### config.mk
export PLATFORM = sky130hd
export DESIGN_NAME = instruction_fetch
export DESIGN_NICKNAME = d
export VERILOG_FILES = /design/src/rtl/instruction_fetch.sv
export SDC_FILE = /design/constraint.sdc
export NUM_CORES = 1
export LEC_CHECK = 0
export ABC_AREA = 1
export BUFFER_PORTS_ARGS = -buffer_cell sky130_fd_sc_hd__buf_2
export CAP_MARGIN = 20
export CORE_ASPECT_RATIO = 0.8
export CORE_MARGIN = 1.5
export CORE_UTILIZATION = 57
export DETAILED_ROUTE_END_ITERATION = 16
export GPL_TIMING_DRIVEN = 0
export PLACE_DENSITY = 0.88
export SLEW_MARGIN = 20
export SYNTH_ARGS = -nofsm -noshare
export SYNTH_HDL_FRONTEND = slang
export SYNTH_SLANG_ARGS = --single-unit
### constraint.sdc
create_clock -name clk -period 1.9 [get_ports clk]
set_clock_uncertainty 0.05 [all_clocks]
set_input_delay 0.19 -clock clk [delete_from_list [all_inputs] [get_ports clk]]
set_output_delay 0.19 -clock clk [all_outputs]
set_load 0.05 [all_outputs]
### src/rtl/instruction_fetch.sv
`default_nettype none
// ============================================================================
//  Module      : instruction_fetch
//  Description : Fetch stage feeding the instruction decoder. Holds the PC,
//                issues word reads to a 1-cycle-latency synchronous ROM and
//                buffers returned words with their PC in a 2-entry FIFO.
//                A redirect squashes every in-flight and buffered fetch.
//  Revision    : 1.0 - initial release
// ============================================================================
module instruction_fetch #(
    parameter logic [31:0] RESET_PC = 32'h0000_0000,
    parameter int          IMEM_AW  = 12
) (
    input  logic               clk,
    input  logic               rst_n,
    output logic               imem_en,
    output logic [IMEM_AW-1:0] imem_addr,
    input  logic [31:0]        imem_rdata,
    input  logic               redirect_valid,
    input  logic [31:0]        redirect_pc,
    output logic               instr_valid,
    input  logic               instr_ready,
    output logic [31:0]        instr,
    output logic [31:0]        instr_pc
);

    localparam logic [31:0] c_pc_step = 32'd4;

    logic [31:0] r_fetch_pc;
    logic        r_inflight;
    logic [31:0] r_inflight_pc;
    logic [1:0]  r_count;
    logic        r_head;
    logic [31:0] r_fifo_data [2];
    logic [31:0] r_fifo_pc   [2];

    logic [2:0]  w_occupancy;
    logic        w_pop;
    logic        w_push;
    logic        w_issue;
    logic        w_wr_idx;
    logic [31:0] w_target;

    // Word-align the redirect target; the low two bits are meaningless.
    assign w_target    = redirect_pc & 32'hFFFF_FFFC;

    // Buffered words plus the outstanding ROM read never exceed two, so an
    // issue is only allowed when a slot is free now or is being freed by a pop.
    assign w_occupancy = {1'b0, r_count} + {2'b00, r_inflight};
    assign w_pop       = instr_valid & instr_ready;
    assign w_push      = r_inflight & ~redirect_valid;
    assign w_issue     = ~redirect_valid & ((w_occupancy < 3'd2) | w_pop);
    assign w_wr_idx    = r_head ^ r_count[0];

    // Gating with rst_n makes the strobe drop the instant reset asserts.
    assign imem_en     = w_issue & rst_n;
    assign imem_addr   = r_fetch_pc[IMEM_AW+1:2];

    assign instr_valid = (r_count != 2'd0);
    assign instr       = r_fifo_data[r_head];
    assign instr_pc    = r_fifo_pc[r_head];

    // PC and in-flight tracking; a redirect drops the pending ROM return.
    always_ff @(posedge clk or negedge rst_n) begin
        if (!rst_n) begin
            r_fetch_pc    <= RESET_PC;
            r_inflight    <= 1'b0;
            r_inflight_pc <= 32'h0;
        end else if (redirect_valid) begin
            r_fetch_pc    <= w_target;
            r_inflight    <= 1'b0;
        end else begin
            r_inflight    <= w_issue;
            if (w_issue) begin
                r_inflight_pc <= r_fetch_pc;
                r_fetch_pc    <= r_fetch_pc + c_pc_step;
            end
        end
    end

    // FIFO occupancy and head pointer; a redirect flushes after any pop.
    always_ff @(posedge clk or negedge rst_n) begin
        if (!rst_n) begin
            r_count <= 2'd0;
            r_head  <= 1'b0;
        end else if (redirect_valid) begin
            r_count <= 2'd0;
            r_head  <= 1'b0;
        end else begin
            r_count <= r_count + {1'b0, w_push} - {1'b0, w_pop};
            if (w_pop) begin
                r_head <= ~r_head;
            end
        end
    end

    // FIFO storage; returned word is written behind any entry still buffered.
    always_ff @(posedge clk or negedge rst_n) begin
        if (!rst_n) begin
            r_fifo_data[0] <= 32'h0;
            r_fifo_data[1] <= 32'h0;
            r_fifo_pc[0]   <= 32'h0;
            r_fifo_pc[1]   <= 32'h0;
        end else if (w_push) begin
            r_fifo_data[w_wr_idx] <= imem_rdata;
            r_fifo_pc[w_wr_idx]   <= r_inflight_pc;
        end
    end

endmodule
`default_nettype wire

==> results of run 1 <==
==> registers in the layout, indices dropped and copies added, names as in the netlist <==
signal	cells
r_fifo_pc	60
r_head	1
r_inflight_pc	30
r_count	2
r_inflight	1
r_fifo_data	64
r_fetch_pc	30
==> critical path: cells and delay by family, from the launching register on <==
family,cells,cell delay [ns]
buffers and inverters,4,0.63
DFF,1,0.38
and+or+nand+nor,2,0.16
==> kinds of logic after synthesis <==
logic type / Yosys count / synth area share
adders and majority gates: 3 / 0.00428
xor gates and xnor gates: 13 / 0.0130
buffers and inverters: 168 / 0.0868
DFF: 188 / 0.536
other: 1 / 0.000427
AOI/OAI and AO/OA: 190 / 0.114
and+or+nand+nor: 548 / 0.245
==> power by group <==
part | total [mW] | internal [mW] | switching, mW | leakage [nW]
combinational | 9.12 | 2.80 | 6.32 | 3.23
sequential | 6.57 | 5.61 | 0.962 | 2.33
clock | 3.41 | 1.85 | 1.56 | 0.264
total | 19.1 | 10.3 | 8.84 | 5.82
==> stage by stage <==
stage          hold WS, ns  instances  utilization  area (um^2)
5_1_grt             0.0248       1528        0.746        11200
4_1_cts           0.000610       1526        0.738        11100
3_5_place_dp        0.0758       1444        0.652         9790
6_report           0.00710       1528        0.746        11200
3_3_place_gp         0.354       1442        0.648         9720
2_1_floorplan       -0.156       1112            -         8780
==> placed cells by master, fill, tap and decap left out, types with 15 or more instances in the layout <==
master and n:
dlygate4sd3_1 47, inv_1 97, nor2_1 50, clkbuf_1 15
nand3_1 26, dfrtp_1 188, o21ai_0 100, clkbuf_16 18
o21ai_1 59, buf_4 70, buf_2 91, nand2_1 443
==> path summary, 6_finish.rpt <==
check | start | endpoint
max | r_head | instr_pc[19]
min | redirect_pc[29] | r_fetch_pc[29]
max reg2reg | r_count[0] | r_inflight_pc[7]
min reg2reg | r_fifo_data[31] | r_fifo_data[31]
max in group asynchronous | rst_n | r_fetch_pc[24]
min in group asynchronous | rst_n | r_fifo_data[57]
==> cell type report <==
| cell class | instances | area share |
|---|---|---|
| flip-flops and latches | 188 | 0.420 |
| multi-input cells | 756 | 0.299 |
| inverters | 100 | 0.0346 |
| clock buffers | 20 | 0.0399 |
| well taps | 189 | 0.0211 |
| clock inverters | 12 | 0.00983 |
| plain buffers | 68 | 0.0433 |
| repair buffers | 195 | 0.132 |
==> per-layer routing <==
metal  part of all wire  vias to the layer above
li1                   -                     3903
met1               0.41                     3792
met2               0.47                      417
met3               0.10                       38
met4              0.016                        0
met5                  0                        -
==> repair_timing <==
item,CTS,global route
gates cloned,0,1
hold buffers,48,0
endpoints found under the hold margin,117,0
pin swaps,1,1
gates resized for setup,89,40
endpoints found under the setup margin,61,171
buffers inserted,2,1
==> impl_metrics.toml, run 1 <==
[cts]
cts_root_buffer = "clkbuf_16"
clkSinkCount = 188
cts.clk_slew.worst_paths_ns = 0.07
numCtsBuffers = 17
cts_buffer_depth = 2
clock_latency_ns = 0.43
cts_tree = "done"
h-tree-depth = 4

[die]
die_height_um = 114
pin_count = 146
dieArea_um2 = 16200
num_rows = 40
die_w_um = 142
initial_core_util = 0.585
coreArea_um2 = 15000

[timing]
timing_hold_violations_final = 0
max_freq_mhz = 542
finalCritPeriodShare = 0.972
relSlewSlack = 0.591
fin_ws_ns = 0.0535
slew_violations = 0
finalCriticalPeriod_ns = 1.85
setup-tns-final_ns = 0
tightest_slew_ns = 0.614
setup_viol = 0

[detailed_routing]
wl_mm = 23.8
dr_total_vias = 8150
drc_errors = 0
wl_per_cell_um = 15.6
ant_nets = 0
drtIter0Drc = 688
drt_pass1_iterations = 5
via_per_inst = 5.33

[yosys]
syn_inst = 1111
synth-main-ff-cell = "dfrtp_1"
synth_largest_area_cell = "dfrtp_1"
seq_area_frac_synth = 0.536
yosys_register_bits = 188
post_synth.cell_area_avg_um2 = 7.90
synth_most_common_cell = "nand2_1"
syn_area_um2 = 8780
yosysTopAreaCellShare = 0.536
synth_edf_count = 0
synth_common_cells = "nand2_1, dfrtp_1, o21ai_0"
ys_warn_count = 0
synth_cell_types = 33
async_flop_share = 1.00
synth_area_leaders = "dfrtp_1, nand2_1, o21ai_0, inv_1, o21ai_1"

[critical_path]
reg2reg_depth = 6
slowest_stage = "dfrtp_1"
worstPathArrival_ns = 1.61
cp.required_ns = 1.66
crit_path_cell_trace = "buf_8 > clkinv_8 > clkbuf_8 > nand2_1 > nand2_1 > buf_4"
cp_common_cell = "nand2_1"
path_class = "reg -> out"
max_stage_delay_ns = 0.38
r2r_slack_ns = 0.08
critPathLaunchType = "flip-flop"
path_max_fanout = 10
worst_setup_path_end_kind = "output pin"

[placed_design]
post-dp-hpwl_mm = 15.2
portBuffers = 141
place.gp.congestion = 0.944
pre_cts_slack_ns = 0.0441

[cells_and_area]
nets = 1397
syn2layout_area_growth_pct = 27.6
multi_input_area_um2 = 3350
drive_above_1_share = 0.187
n_antenna_cell = 0
regArea_um2 = 4700
fillCellCount = 1057

[global_route]
track_usage = 0.306
grt_pass1_vias = 7795
use_met2 = 0.488
grt_pass1_wl_mm = 38.3
gr-usage-met3 = 0.0701
grt_max_degree = 74
use_met1 = 0.418
antenna_found_initial = 0
overflow = 0
grt_busiest_layer = "met2"

[power]
ir_worst_vdd_mv = 0.876
p_per_area_nw_per_um2 = 1700
leakage_nw = 5.82
totalPowerFinal_mw = 19.1

[hold_path]
hp-class = "in -> reg"
holdPathStages = 4

[status]
status = "complete, no violations"

[job]
maxCapViolCount = 0
(Power assumes the default switching activity.)
==> run 2: changes to the inputs <==
MAX_ROUTING_LAYER = met4   (was unset)
==> impl_metrics.toml, run 2 (synthesis results as in run 1) <==
[status]
status = "finished, violations left"
violations = "negative hold slack"

[power]
clockPowerShare = 0.173
seq_power_share = 0.342
p_per_area_nw_per_um2 = 1720
internal-power_mw = 10.4
p_sw_mw = 9.02
netSwitchingFraction = 0.466
ir_worst_vdd_mv = 0.868
leakage_nw = 5.84
p_comb_frac = 0.485

[cells_and_area]
n_antenna_cell = 0
largest-register = "r_fifo_data"
reg_top3 = "r_fifo_data x64, r_fifo_pc x60"
fin_util = 0.749
layout_commonest_cell = "nand2_1"
nets = 1398
stdcell_area_um2 = 11200
mostFrequentLayoutCells = "nand2_1, dfrtp_1, o21ai_0"
drive_above_1_share = 0.187
largest_reg_flops = 64
syn2layout_area_growth_pct = 28.1
fillCellCount = 1024

[critical_path]
path_max_fanout = 10
worstPathArrival_ns = 1.63
crit_buf_inv = 4
worst_setup_path_end_kind = "output pin"
path_delay_family = "buffers and inverters"
path_class = "reg -> out"
critPathLaunchType = "flip-flop"
max_stage_delay_ns = 0.39
slowest_stage = "dfrtp_1"
cp_common_cell = "nand2_1"
cp.required_ns = 1.66
crit_path_cell_trace = "buf_8 > clkinv_8 > clkbuf_8 > nand2_1 > nand2_1 > buf_4"

[placed_design]
place.gp.congestion = 0.928
portBuffers = 141
post-dp-hpwl_mm = 15.4
placed_cell_area_um2 = 9790

[detailed_routing]
drt_pass1_iterations = 5
via_per_inst = 5.54
wl_mm = 25.9
drc_errors = 0
drtIter0Drc = 798
wl_per_cell_um = 17.0
ant_nets = 0
dr_total_vias = 8457

[die]
initial_core_util = 0.585
num_rows = 40
die_w_um = 142
pin_count = 146
dieArea_um2 = 16200
coreArea_um2 = 15000
die_height_um = 114

[global_route]
antenna_found_initial = 0
gr-usage-met3 = 0.0814
grt_max_degree = 81
use_met1 = 0.437
grt_pass1_wl_mm = 41.2
use_met2 = 0.534
overflow = 0
grt_busiest_layer = "met2"
grt_pass1_vias = 8263
track_usage = 0.341

[timing]
setup_viol = 0
slew_violations = 0
relSlewSlack = 0.587
holdWs_ns = -0.146
finalCritPeriodShare = 0.986
tightest_slew_ns = 0.620
rsz0062_at_grt = "yes"
finalCriticalPeriod_ns = 1.87
setup-tns-final_ns = 0
timing_hold_violations_final = 155
max_freq_mhz = 534

[cts]
cts_root_buffer = "clkbuf_16"
clock_latency_ns = 0.44
cts.clk_slew.worst_paths_ns = 0.07
h-tree-depth = 4
ctsHoldBuffers = 50
clkSinkCount = 188
cts_buffer_depth = 2
numCtsBuffers = 17
cts_tree = "done"

[hold_path]
hp-class = "in -> async"

[job]
maxCapViolCount = 0
-- run 2: cell count changes in the layout (fill, tap and decap cells not counted), moves of 3 or more --
cell,previous run,this run
buf_12,0,4
buf_6,12,15
clkbuf_4,11,8
clkbuf_8,6,12
clkinv_2,3,0
inv_6,4,0
-- run 2: cell type report --
cell class	count	area (um^2)	area share
tap	189	236	0.0210
multi-input combinational	756	3360	0.299
clock buffer	26	519	0.0462
timing repair buffer	197	1520	0.136
sequential	188	4700	0.419
inverter	100	388	0.0345
buffer	67	482	0.0429
clock inverter	4	31.3	0.00278
-- run 2: worst paths after layout --
kind	start	end	slack [ns]	cells after the start
worst min register to register	r_fifo_pc[62]	r_fifo_pc[62]	0.44	2
worst min-delay path	rst_n	r_fifo_data[25]	-0.15	4
max in group asynchronous	rst_n	r_fifo_data[2]	1.07	6
worst max register to register	r_count[0]	r_fifo_data[37]	0.08	7
worst max-delay path	r_head	instr[20]	0.03	6
min in group clk	redirect_pc[25]	r_fetch_pc[25]	0.01	5
-- run 2: worst min-delay path, stage by stage --
cell	delay [ns]
buf_8	0.07
buf_12	0.09
buf_12	0.11
buf_16	0.28
-- run 2: timing repair --
action	in CTS	in global routing
pin swaps	1	2
gates resized for setup	95	45
buffers inserted	3	1
hold endpoints to repair	251	155
endpoints found under the setup margin	61	153
-- run 2: power groups by stage --
stage | sequential (mW) | clock [mW] | combinational, mW
CTS | 6.50 | 3.36 | 8.98
finish | 6.63 | 3.34 | 9.40
detailed placement | 6.56 | 0 | 8.18
floorplan | 6.34 | 0 | 6.25
global placement | 6.49 | 0 | 7.97
global route | 6.78 | 3.57 | 10.1
-- run 2: routing by layer --
| layer | vias to the layer above | part of all wire |
|---|---|---|
| met4 | 0 | 0.031 |
| met1 | 3966 | 0.40 |
| met5 | - | 0 |
| met2 | 509 | 0.47 |
| met3 | 86 | 0.097 |
| li1 | 3896 | - |
-- run 2: through the flow --
| stage | total power, mW | setup WS (ns) | std cells |
|---|---|---|---|
| after floorplan | 12.6 | 0.0354 | 1112 |
| after global placement | 14.5 | -2.32 | 1442 |
| after detailed placement | 14.7 | 0.0310 | 1444 |
| after CTS | 18.8 | 0.00400 | 1527 |
| after global routing | 20.4 | -0.0490 | 1527 |
| final | 19.4 | 0.0272 | 1527 |
==> run 3: changes to the inputs <==
RECOVER_POWER = 100   (was unset)
==> impl_metrics.toml, run 3 (synthesis results as in run 1) <==
[die]
initial_core_util = 0.585
die_w_um = 142
die_height_um = 114
coreArea_um2 = 15000
dieArea_um2 = 16200
num_rows = 40
pin_count = 146

[cts]
cts.clk_slew.worst_paths_ns = 0.07
clock_latency_ns = 0.43
ctsHoldBuffers = 50
cts_buffer_depth = 2
cts_tree = "done"
h-tree-depth = 4
clkSinkCount = 188
numCtsBuffers = 17
cts_root_buffer = "clkbuf_16"

[timing]
timing_hold_violations_final = 79
finalCritPeriodShare = 0.984
setup-tns-final_ns = 0
setup_viol = 0
finalCriticalPeriod_ns = 1.87
relSlewSlack = -0.112
tightest_slew_ns = 1.67
fin_ws_ns = 0.0295
slew_violations = 77
rsz0062_at_grt = "yes"
max_freq_mhz = 535
holdWs_ns = -0.139

[placed_design]
pre_cts_slack_ns = 0.0310
portBuffers = 141
post-dp-hpwl_mm = 15.4
post-place-cells = 1444
placed_cell_area_um2 = 9790
place.gp.congestion = 0.928

[cells_and_area]
n_antenna_cell = 0
largest_reg_flops = 64
fin_cells = 1527
reg_top3 = "r_fifo_data x64, r_fifo_pc x60"
largest-register = "r_fifo_data"
layout_commonest_cell = "nand2_1"
syn2layout_area_growth_pct = 27.2
stdcell_area_um2 = 11200
drive_above_1_share = 0.180
mostFrequentLayoutCells = "nand2_1, dfrtp_1, o21ai_0"
fin_util = 0.744
fillCellCount = 1028
nets = 1398

[detailed_routing]
drc_errors = 0
drt_pass1_iterations = 5
dr_total_vias = 8433
wl_mm = 25.9
via_per_inst = 5.52
drtIter0Drc = 773
ant_nets = 0
wl_per_cell_um = 17.0

[power]
seq_power_share = 0.343
ir_worst_vdd_mv = 0.860
leakage_nw = 5.80
internal-power_mw = 10.3
p_comb_frac = 0.484
p_sw_mw = 9.01
p_per_area_nw_per_um2 = 1730
totalPowerFinal_mw = 19.3
clockPowerShare = 0.173
netSwitchingFraction = 0.466

[critical_path]
worstPathArrival_ns = 1.63
path_class = "reg -> out"
r2r-end = "r_fifo_data[37]"
cp.required_ns = 1.66
path_max_fanout = 10
reg2reg_depth = 7
crit_buf_inv = 4
cp_common_cell = "nand2_1"
path_delay_family = "buffers and inverters"
reg2reg_from = "r_count[0]"
critPathLaunchType = "flip-flop"
max_stage_delay_ns = 0.39
worst_setup_path_end_kind = "output pin"
crit_path_cell_trace = "buf_8 > clkinv_8 > clkbuf_8 > nand2_1 > nand2_1 > buf_4"
slowest_stage = "dfrtp_1"
r2r_slack_ns = 0.04

[status]
status = "finished, violations left"
violations = "negative hold slack, max-capacitance violations, max-slew violations"

[global_route]
grt_pass1_vias = 8263
grt_pass1_wl_mm = 41.2
antenna_found_initial = 0
overflow = 0
track_usage = 0.341
grt_max_degree = 81

[job]
maxCapViolCount = 1

[hold_path]
hp-class = "in -> async"
run 3: cell count changes in the layout (fill, tap and decap cells not counted), sizes merged:
cell           change
clkdlybuf4s25      +1
clkbuf            +22
buf               -23
run 3: worst max-delay path by stage:
stage | from | end | depth (start not counted)
4_1_cts | r_inflight | imem_en | 7
3_3_place_gp | rst_n | r_fetch_pc[28] | 1
3_5_place_dp | r_head | instr_pc[19] | 6
5_1_grt | r_head | instr[5] | 6
6_report | r_head | instr[20] | 6
2_1_floorplan | r_count[1] | r_count[1] | 9
run 3: layer usage:
layer / track usage / wire (um) / vias to the layer above
li1: - / - / 3901
met4: 0.122 / 784 / 0
met5: - / 0 / -
met1: 0.437 / 10400 / 3950
met2: 0.534 / 12100 / 502
met3: 0.0814 / 2610 / 80
run 3: timing repair:
| action | CTS | global route |
|---|---|---|
| pin swaps | 1 | 2 |
| gates cloned | 0 | 0 |
| resized for setup | 95 | 45 |
| setup endpoints to repair | 61 | 153 |
| endpoints found under the hold margin | 251 | 155 |
| setup buffers | 3 | 1 |
run 3: final cells by class:
type	count	area, um^2	share of cell area
Multi-Input combinational cell	756	3350	0.300
Timing Repair Buffer	197	1470	0.131
Buffer	67	472	0.0422
Sequential cell	188	4700	0.421
Clock inverter	4	31.3	0.00280
Inverter	100	388	0.0347
Clock buffer	26	519	0.0465
Tap cell	189	236	0.0212
run 3: power by group through the flow:
stage / Combinational (mW) / Sequential, mW / Clock [mW]
floorplan: 6.25 / 6.34 / 0
global placement: 7.97 / 6.49 / 0
detailed placement: 8.18 / 6.56 / 0
CTS: 8.98 / 6.50 / 3.36
global route: 10.0 / 6.78 / 3.57
finish: 9.34 / 6.63 / 3.35
run 3: tightest hold or removal path, delay by kind of cell:
| kind | cells | cell delay (ns) |
|---|---|---|
| buffers and inverters | 4 | 0.59 |
